$ cat config.mk
export PLATFORM = sky130hd
export DESIGN_NAME = move_avg_stream
export DESIGN_NICKNAME = d
export VERILOG_FILES = /design/src/rtl/move_avg_stream.sv
export SDC_FILE = /design/constraint.sdc
export NUM_CORES = 1
export LEC_CHECK = 0
export ABC_AREA = 1
export CAP_MARGIN = 20
export CORE_MARGIN = 2
export CORE_UTILIZATION = 30
export CTS_BUF_LIST = sky130_fd_sc_hd__clkbuf_2
export DETAILED_ROUTE_END_ITERATION = 10
export SYNTH_ARGS = -nofsm -noshare
export SYNTH_HDL_FRONTEND = slang
export SYNTH_SLANG_ARGS = --single-unit
$ cat constraint.sdc
create_clock -name clk -period 4.1 [get_ports clk]
set_clock_uncertainty 0.2 [all_clocks]
set_input_delay 0.615 -clock clk [delete_from_list [all_inputs] [get_ports clk]]
set_output_delay 0.615 -clock clk [all_outputs]
set_load 0.01 [all_outputs]
$ cat src/rtl/move_avg_stream.sv
// Streaming per-channel moving-average filter with N-sample delay bypass and valid/ready flow control.
// Optional build macro MOVE_AVG_ROUND_EN selects round-half-up averaging instead of floor.
module move_avg_stream #(
    parameter int DATA_W    = 24,
    parameter int LOG2_TAPS = 3,
    parameter int CHANNELS  = 2,
    parameter int CH_W      = (CHANNELS > 1) ? $clog2(CHANNELS) : 1
) (
    input  logic              clk,
    input  logic              reset,
    input  logic [DATA_W-1:0] in_data,
    input  logic [CH_W-1:0]   in_channel,
    input  logic              in_valid,
    output logic              in_ready,
    input  logic              switch,
    output logic [DATA_W-1:0] out_data,
    output logic [CH_W-1:0]   out_channel,
    output logic              out_valid,
    input  logic              out_ready
);

    localparam int TAPS   = 2 ** LOG2_TAPS;
    localparam int SUM_W  = DATA_W + LOG2_TAPS;
    localparam int ADDR_W = CH_W + LOG2_TAPS;
    localparam int DEPTH  = TAPS * CHANNELS;

    localparam logic [CH_W:0]     CH_NUM    = (CH_W + 1)'(CHANNELS);
    localparam logic [ADDR_W-1:0] LAST_ADDR = ADDR_W'(DEPTH - 1);

    typedef enum logic {
        S_CLEAR,
        S_RUN
    } state_t;

    state_t                   state_q;
    logic [ADDR_W-1:0]        clr_addr_q;
    logic [LOG2_TAPS-1:0]     ptr_q [CHANNELS];
    logic signed [SUM_W-1:0]  sum_q [CHANNELS];
    logic [DATA_W-1:0]        hist_q [DEPTH];
    logic [DATA_W-1:0]        out_data_q;
    logic [CH_W-1:0]          out_channel_q;
    logic                     out_valid_q;

    logic                     ch_ok;
    logic                     accept;
    logic                     hit;
    logic [CH_W-1:0]          ch_idx;
    logic [ADDR_W-1:0]        rd_addr;
    logic [DATA_W-1:0]        x_old;
    logic signed [SUM_W-1:0]  sum_new;
    logic [DATA_W-1:0]        avg;
    logic [DATA_W-1:0]        result_d;
`ifdef MOVE_AVG_ROUND_EN
    logic signed [SUM_W:0]    sum_rnd;
    logic signed [SUM_W:0]    sum_shr;
`else
    logic signed [SUM_W-1:0]  sum_shr;
`endif

    always_comb begin
        in_ready = !reset && (state_q == S_RUN) && (!out_valid_q || out_ready);
        ch_ok    = ({1'b0, in_channel} < CH_NUM);
        ch_idx   = ch_ok ? in_channel : '0;
        accept   = in_valid && in_ready;
        hit      = accept && ch_ok;
        // Channel-major history layout: address = channel*N + pointer.
        rd_addr  = {ch_idx, ptr_q[ch_idx]};
        x_old    = hist_q[rd_addr];
        sum_new  = sum_q[ch_idx]
                 + {{LOG2_TAPS{in_data[DATA_W-1]}}, in_data}
                 - {{LOG2_TAPS{x_old[DATA_W-1]}}, x_old};
`ifdef MOVE_AVG_ROUND_EN
        sum_rnd  = {sum_new[SUM_W-1], sum_new} + (SUM_W + 1)'(TAPS / 2);
        sum_shr  = sum_rnd >>> LOG2_TAPS;
`else
        sum_shr  = sum_new >>> LOG2_TAPS;
`endif
        avg      = sum_shr[DATA_W-1:0];
        result_d = switch ? avg : x_old;
    end

    // History RAM has no reset; the CLEAR walk zeroes it one word per cycle.
    always_ff @(posedge clk) begin
        if (!reset) begin
            if (state_q == S_CLEAR) begin
                hist_q[clr_addr_q] <= '0;
            end else if (hit) begin
                hist_q[rd_addr] <= in_data;
            end
        end
    end

    always_ff @(posedge clk) begin
        if (reset) begin
            state_q       <= S_CLEAR;
            clr_addr_q    <= '0;
            out_data_q    <= '0;
            out_channel_q <= '0;
            out_valid_q   <= 1'b0;
            for (int unsigned i = 0; i < CHANNELS; i++) begin
                ptr_q[i] <= '0;
                sum_q[i] <= '0;
            end
        end else begin
            case (state_q)
                S_CLEAR: begin
                    clr_addr_q <= clr_addr_q + 1'b1;
                    if (clr_addr_q == LAST_ADDR) begin
                        state_q <= S_RUN;
                    end
                end
                default: ;
            endcase

            if (hit) begin
                ptr_q[ch_idx] <= ptr_q[ch_idx] + 1'b1;
                sum_q[ch_idx] <= sum_new;
                out_valid_q   <= 1'b1;
                out_data_q    <= result_d;
                out_channel_q <= in_channel;
            end else if (out_ready) begin
                // Drained (or out-of-range sample consumed): idle output reads zero.
                out_valid_q   <= 1'b0;
                out_data_q    <= '0;
                out_channel_q <= '0;
            end
        end
    end

    assign out_data    = out_data_q;
    assign out_channel = out_channel_q;
    assign out_valid   = out_valid_q;

endmodule
==> summary.md, run 1 <==
| Metric | Value |
|---|---|
| Status | `finished clean` |
| Worst-path clk slew | `110 ps` |
| Final HPWL DP | `45.3 mm` |
| WS Path Type | `reg2reg` |
| CP required | `4780 ps` |
| Avg Cell Area, Syn | `9.78 µm²` |
| Setup TNS | `0 ps` |
| Layout fillers | `7446` |
| Sink Count | `475` |
| Register Area | `14000 µm²` |
| # nets final | `2732` |
| Die footprint | `77800 µm²` |
| RD Place Congestion | `0.863` |
| DRT antenna net count | `0` |
| Gr ovfl total | `0` |
| Hold Violations, Final | `0` |
| 1st-iter DRT viols | `1408` |
| Max-Cap Viols | `0` |
| Wirelength per Cell | `18.9 µm` |
| Tot Pwr | `11.3 mW` |
| Antenna violations before repair | `2` |
| Hold crit path type | `in2reg` |
| Post-Syn Area | `22700 µm²` |
| Ys flop type | `edfxtp_1` |
| CTS tree | `built` |
| Drt pass-1 iters | `5` |
| Area growth syn-to-layout | `24.1%` |
| All-Layer GR Usage | `0.175` |
| Critical Path End Type | `register` |
| Final setup fails | `0` |
| Critical Path Start Type | `register` |
| Post-synthesis sequential area ratio | `0.615` |
| Number of library cell types mapped by synthesis | `36` |
| Port buffer count | `56` |
| Die Wd | `279 µm` |
| Relative slew slack | `0.291` |
| Starting Density | `0.304` |
| Yosys reg bits | `475` |
| Fmax | `250 MHz` |
| Crit path max fanout | `10` |
| Max Root-Sink Buffers | `3` |
| Design Area, Final | `28100 µm²` |
| Number of synthesized flops with an enable pin | `444` |
| Cell count after synthesis | `2319` |
| Worst Max-Slew Pin Slew | `1060 ps` |
| RSZ-0062 raised after global routing | `true` |
| Placement Cell Area | `26000 µm²` |
| Layout cells sized above 1 | `0.216` |
| Synth Net Count | `2405` |
| Async SR Flop Fraction | `0` |
| Tmin final | `3990 ps` |
| Endpoint arrival time on the critical path | `4680 ps` |
| Drt drc | `0` |
| Yosys Warn Count | `0` |
| Std-Cell Rows | `100` |
| H-tree depth | `3` |
| Die Span Y | `279 µm` |
| Vias in the first global route | `16905` |
| Pin count of the biggest net entering global routing | `41` |
| Worst vdd ir | `0.199 mV` |
| Period utilization | `0.974` |
| Max-slew violations | `0` |
| Power per cell area | `401 nW/µm²` |
| Drt total wl | `70.1 mm` |
| Vias/cell | `4.72` |
| Leakage | `12.0 nW` |
| Core area | `74600 µm²` |
| Wire length of the first global-routing pass | `102 mm` |
| Worst skew pair latency | `1180 ps` |
| CTS root buffer | `clkbuf_2` |
| Multi-input gate area | `7800 µm²` |
| I/O pins | `57` |
| Vias | `17491` |
| CTS buffer count | `116` |
repair_timing:
item / in CTS / in global routing
setup buffers: 0 / 19
hold buffers: 3 / 0
cloned: 0 / 9
endpoints found under the hold margin: 6 / 0
pin swaps: 0 / 44
endpoints found under the setup margin: 22 / 64
gates resized for setup: 8 / 133
cells by family after synthesis:
| group | after synthesis | synth area share |
|---|---|---|
| buffers and inverters | 398 | 0.0758 |
| adders and majority gates | 56 | 0.0395 |
| DFF | 475 | 0.615 |
| and+or+nand+nor | 1280 | 0.237 |
| xor gates and xnor gates | 10 | 0.00386 |
| AOI/OAI and AO/OA | 93 | 0.0249 |
| muxes | 7 | 0.00309 |
worst paths after layout:
path	from	to	slack (ps)	cells past startpoint
max	ptr_q[0][0]$_SDFFCE_PN0P_	sum_q[1][19]$_SDFFCE_PN0P_	110	20
min	in_valid	out_valid$_SDFFE_PP0P_	130	3
max reg2reg	ptr_q[0][0]$_SDFFCE_PN0P_	sum_q[1][19]$_SDFFCE_PN0P_	110	20
min reg2reg	out_data[5]$_SDFFE_PP0P_	out_data[5]$_SDFFE_PP0P_	270	2
final cells by class:
class	instances	share of cell area
Antenna cell	4	0.000356
Clock buffer	179	0.0318
Clock inverter	27	0.00583
Inverter	295	0.0394
Multi-Input combinational cell	1449	0.277
Sequential cell	475	0.496
Tap cell	969	0.0431
Timing Repair Buffer	309	0.106
critical path: stages, from the launching register on:
cell and delay, ps:
edfxtp_1 460, inv_2 100, nand2_4 70, nand2_8 130, buf_12 160, buf_4 180, buf_4 150, nand2_1 50
nand3_1 70, nand3_1 80, nand3_1 120, nand2_2 120, fa_1 500, ha_4 320, nand2_1 120, nor2_2 160
buf_4 140, nand4_1 220, nand4_1 200, and2_4 160, nor2_1 30
where the power goes:
part           switching, mW  internal (mW)
sequential            0.0159           5.29
clock                   1.93           1.27
combinational           1.59           1.18
total                   3.53           7.74
cell usage in the layout, fill, tap and decap left out, types with 7 or more instances in the layout:
cell type,Yosys,final
a21oi_1,41,35
and2_1,17,11
buf_12,1,29
buf_4,6,211
clkbuf_2,0,179
clkdlybuf4s50_1,0,55
clkinv_1,0,19
dfxtp_1,31,31
edfxtp_1,444,444
fa_1,26,24
ha_1,30,8
ha_4,0,17
inv_1,290,285
inv_2,4,9
mux2i_1,7,7
nand2_1,739,705
nand2_2,2,33
nand3_1,362,341
nand3_2,0,20
nand4_1,7,7
nor2_1,140,107
nor2_2,0,11
nor2_4,1,23
o211ai_1,30,30
o21ai_0,11,9
state kept, by name, indices dropped and copies added (netlist names):
signal	flops
clr_addr_q	4
hist_q	384
out_channel	1
out_data	24
out_valid	1
ptr_q	6
state_q	1
sum_q	54
per-layer routing:
| layer | vias to the layer above | track usage | wire length [µm] | share of wire |
|---|---|---|---|---|
| li1 | 8372 | - | - | - |
| met1 | 8441 | 0.234 | 31000 | 0.44 |
| met2 | 572 | 0.283 | 32500 | 0.46 |
| met3 | 106 | 0.0340 | 4640 | 0.066 |
| met4 | 0 | 0.0576 | 1920 | 0.027 |
| met5 | - | 0 | 0 | 0 |
metrics by stage:
stage,setup WS [ps],utilization,cells,hold WS (ps)
2_1_floorplan,198,-,2319,272
3_3_place_gp,-463,0.349,3462,251
3_5_place_dp,-462,0.349,3462,255
4_1_cts,3.31,0.364,3671,39.5
5_1_grt,-52.0,0.377,3707,8.88
6_report,105,0.377,3707,130
cell usage after synthesis, drive strengths merged (26+ instances only):
cell type    n  area share
fa          26       0.023
inv        295       0.049
a21oi       41      0.0091
o211ai      30      0.0099
buf         77       0.023
nor2       142       0.025
dfxtp       31       0.027
edfxtp     444        0.59
clkbuf      26      0.0043
nand2      744        0.12
nand3      362       0.080
ha          30       0.017
No activity file was read; power rests on OpenSTA's default activity.
==> run 2, diff against run 1 <==
--- a/config.mk
+++ b/config.mk
@@ -6,7 +6,7 @@
 export NUM_CORES = 1
 export LEC_CHECK = 0
 export ABC_AREA = 1
-export CAP_MARGIN = 20
+export CAP_MARGIN = 30
 export CORE_MARGIN = 2
 export CORE_UTILIZATION = 30
 export CTS_BUF_LIST = sky130_fd_sc_hd__clkbuf_2
==> summary.md, run 2 (synthesis results as in run 1) <==
| Metric | Value |
|---|---|
| Worst vdd ir | `0.286 mV (+44%)` |
| Design Area, Final | `28400 µm² (+0.81%)` |
| Crit-path slowest cell | `fa_1` |
| Max-slew violations | `0 (unchanged)` |
| Cells along the critical path | `nand2_4 > nand2_8 > buf_12 > buf_4 > nand2_1 > nand3_1 > nand3_1 > nand3_1 > nand2_1 > inv_1 > fa_1 > ha_4 > nand2_2 > nor2_2 > and2_4 > nand4_1 > nand4_1 > and2_4 > nor2_1` |
| Tot Pwr | `11.4 mW (+0.75%)` |
| Final HPWL DP | `45.5 mm (+0.54%)` |
| Wirelength per Cell | `19.0 µm (+0.41%)` |
| Max Root-Sink Buffers | `3 (unchanged)` |
| Drt drc | `0 (unchanged)` |
| Starting Density | `0.304 (unchanged)` |
| Wire length of the first global-routing pass | `102 mm (+0.15%)` |
| 1st-iter DRT viols | `1405 (-0.21%)` |
| CTS buffer count | `115 (-0.86%)` |
| Leakage | `12.1 nW (+1.1%)` |
| Core area | `74600 µm² (unchanged)` |
| Worst skew pair latency | `1200 ps (+20 ps)` |
| RSZ-0062 raised after global routing | `true` |
| CP dominant cell by count | `nand3_1` |
| Worst Max-Slew Pin Slew | `1010 ps (-53.9 ps)` |
| # nets final | `2746 (+0.51%)` |
| R2R depth | `19 (-5.0%)` |
| DRT antenna net count | `0 (unchanged)` |
| Critical Path Start Type | `register` |
| Vias | `17781 (+1.7%)` |
| CTS root buffer | `clkbuf_2` |
| Area growth syn-to-layout | `25.1%` |
| Sink Count | `475 (unchanged)` |
| Number of flip-flops in the largest register | `384 (unchanged)` |
| Worst-path clk slew | `120 ps (about the same)` |
| Period utilization | `0.982 (+0.00796)` |
| Multi-input gate area | `7770 µm² (-0.39%)` |
| Critical Path Max Stage Delay | `510 ps (about the same)` |
| FF-to-FF setup slack | `70 ps (-30 ps)` |
| Hold Violations, Final | `0 (unchanged)` |
| GRT met2 Usage | `0.285 (+0.00249)` |
| H-tree depth | `3 (unchanged)` |
| WS Path Type | `reg2reg` |
| Hold crit path type | `in2reg` |
| Relative slew slack | `0.327 (+0.0360)` |
| Setup TNS | `0 ps (unchanged)` |
| Crit-path leading delay family | `simple AND/OR/NAND/NOR gates` |
| R2R Path End | `sum_q[1][19]$_SDFFCE_PN0P_` |
| Std-Cell Rows | `100 (unchanged)` |
| Worst r2r src | `ptr_q[1][0]$_SDFFCE_PN0P_` |
| Commonest non-fill, non-tap cell in the layout | `nand2_1` |
| I/O pins | `57 (unchanged)` |
| Antenna violations before repair | `1 (-1)` |
| Vias/cell | `4.77 (+1.1%)` |
| Fmax | `248 MHz (-0.81%)` |
| Most frequent cells in the layout | `nand2_1, edfxtp_1, nand3_1` |
| Placement Cell Area | `26100 µm² (+0.25%)` |
| CP required | `4780 ps (about the same)` |
| Power per cell area | `400 nW/µm² (about the same)` |
| Die Span Y | `279 µm (unchanged)` |
| Gr ovfl total | `0 (unchanged)` |
| Bufs and invs on worst path | `3 (-2)` |
| Critical Path End Type | `register` |
| Pin count of the biggest net entering global routing | `41 (unchanged)` |
| Layout Utilization | `0.380 (+0.00304)` |
| M3 GR Usage | `0.0294 (-0.00460)` |
| Die footprint | `77800 µm² (unchanged)` |
| Crit path max fanout | `16 (+6)` |
| Layout fillers | `7459 (+0.17%)` |
| Busiest grt layer | `met2` |
| Crit. Startpoint | `ptr_q[1][0]$_SDFFCE_PN0P_` |
| Vias in the first global route | `16997 (+0.54%)` |
| M1 GR Usage | `0.237 (+0.00226)` |
| Layout cells sized above 1 | `0.217 (+0.00131)` |
| Die Wd | `279 µm (unchanged)` |
| Endpoint arrival time on the critical path | `4710 ps (+30 ps)` |
| Hold slack | `115 ps (-15.4 ps)` |
| Hold path startpoint | `in_data[20]` |
| Worst hold stages | `3 (unchanged)` |
| All-Layer GR Usage | `0.175 (about the same)` |
| Drt pass-1 iters | `5 (unchanged)` |
| Drt total wl | `70.8 mm (+1.0%)` |
| WHS Endpoint | `hist_q[7][20]$_DFFE_PP_` |
| CTS tree | `built` |
| Port buffer count | `56 (unchanged)` |
| Register Area | `14000 µm² (unchanged)` |
| Reg with most FFs | `hist_q` |
| Final setup fails | `0 (unchanged)` |
| RD Place Congestion | `0.863 (unchanged)` |
| Max-Cap Viols | `0 (unchanged)` |
| Tmin final | `4030 ps (+32.6 ps)` |
| Status | `finished clean` |
## run 2: cell types whose count changed in the layout (fill, tap and decap cells not counted), sizes merged
cell      delta
buf         +11
clkinv      +13
diode        -3
clkbuf       -1
inv          +3
clkinvlp     -1
## run 2: timing repair
item	in CTS	in global routing
pin swaps	0	36
hold buffers	3	0
gates cloned	0	12
hold endpoints to repair	6	0
endpoints found under the setup margin	15	63
setup buffers	0	28
resized for setup	6	134
## run 2: power by group
group,switching (mW),internal (mW)
clock network,2.00,1.27
registers,0.0159,5.29
logic,1.60,1.18
total,3.61,7.75
## run 2: routing by layer
metal,wire [µm],share of wire
met5,0,0
met1,31100,0.44
met4,1910,0.027
met3,5140,0.073
met2,32600,0.46
## run 2: metrics by stage
| step | cells | setup WS [ps] |
|---|---|---|
| global placement | 3462 | -463 |
| global route | 3729 | -44.2 |
| finish | 3729 | 72.6 |
| floorplan | 2319 | 198 |
| CTS | 3686 | -0.346 |
| detailed placement | 3467 | -455 |
## run 2: area by class of cell
class	instances	area share
flip-flops and latches	475	0.492
multi-input cells	1449	0.274
repair buffers	324	0.113
well taps	969	0.0428
inverters	295	0.0391
clock buffers	174	0.0307
clock inverters	42	0.00799
diodes	1	0.0000882
## run 2: how the worst max path moves through the flow
stage | end | cells after the start
2_1_floorplan | sum_q[1][24]$_SDFFCE_PN0P_ | 22
3_3_place_gp | out_data[15]$_SDFFE_PP0P_ | 22
3_5_place_dp | out_data[7]$_SDFFE_PP0P_ | 25
4_1_cts | out_data[16]$_SDFFE_PP0P_ | 23
5_1_grt | out_data[12]$_SDFFE_PP0P_ | 23
6_report | sum_q[1][19]$_SDFFCE_PN0P_ | 19
## run 2: tightest hold or removal path: stages
cell and delay, ps:
clkdlybuf4s50_1 400, inv_1 170, nor2_1 90
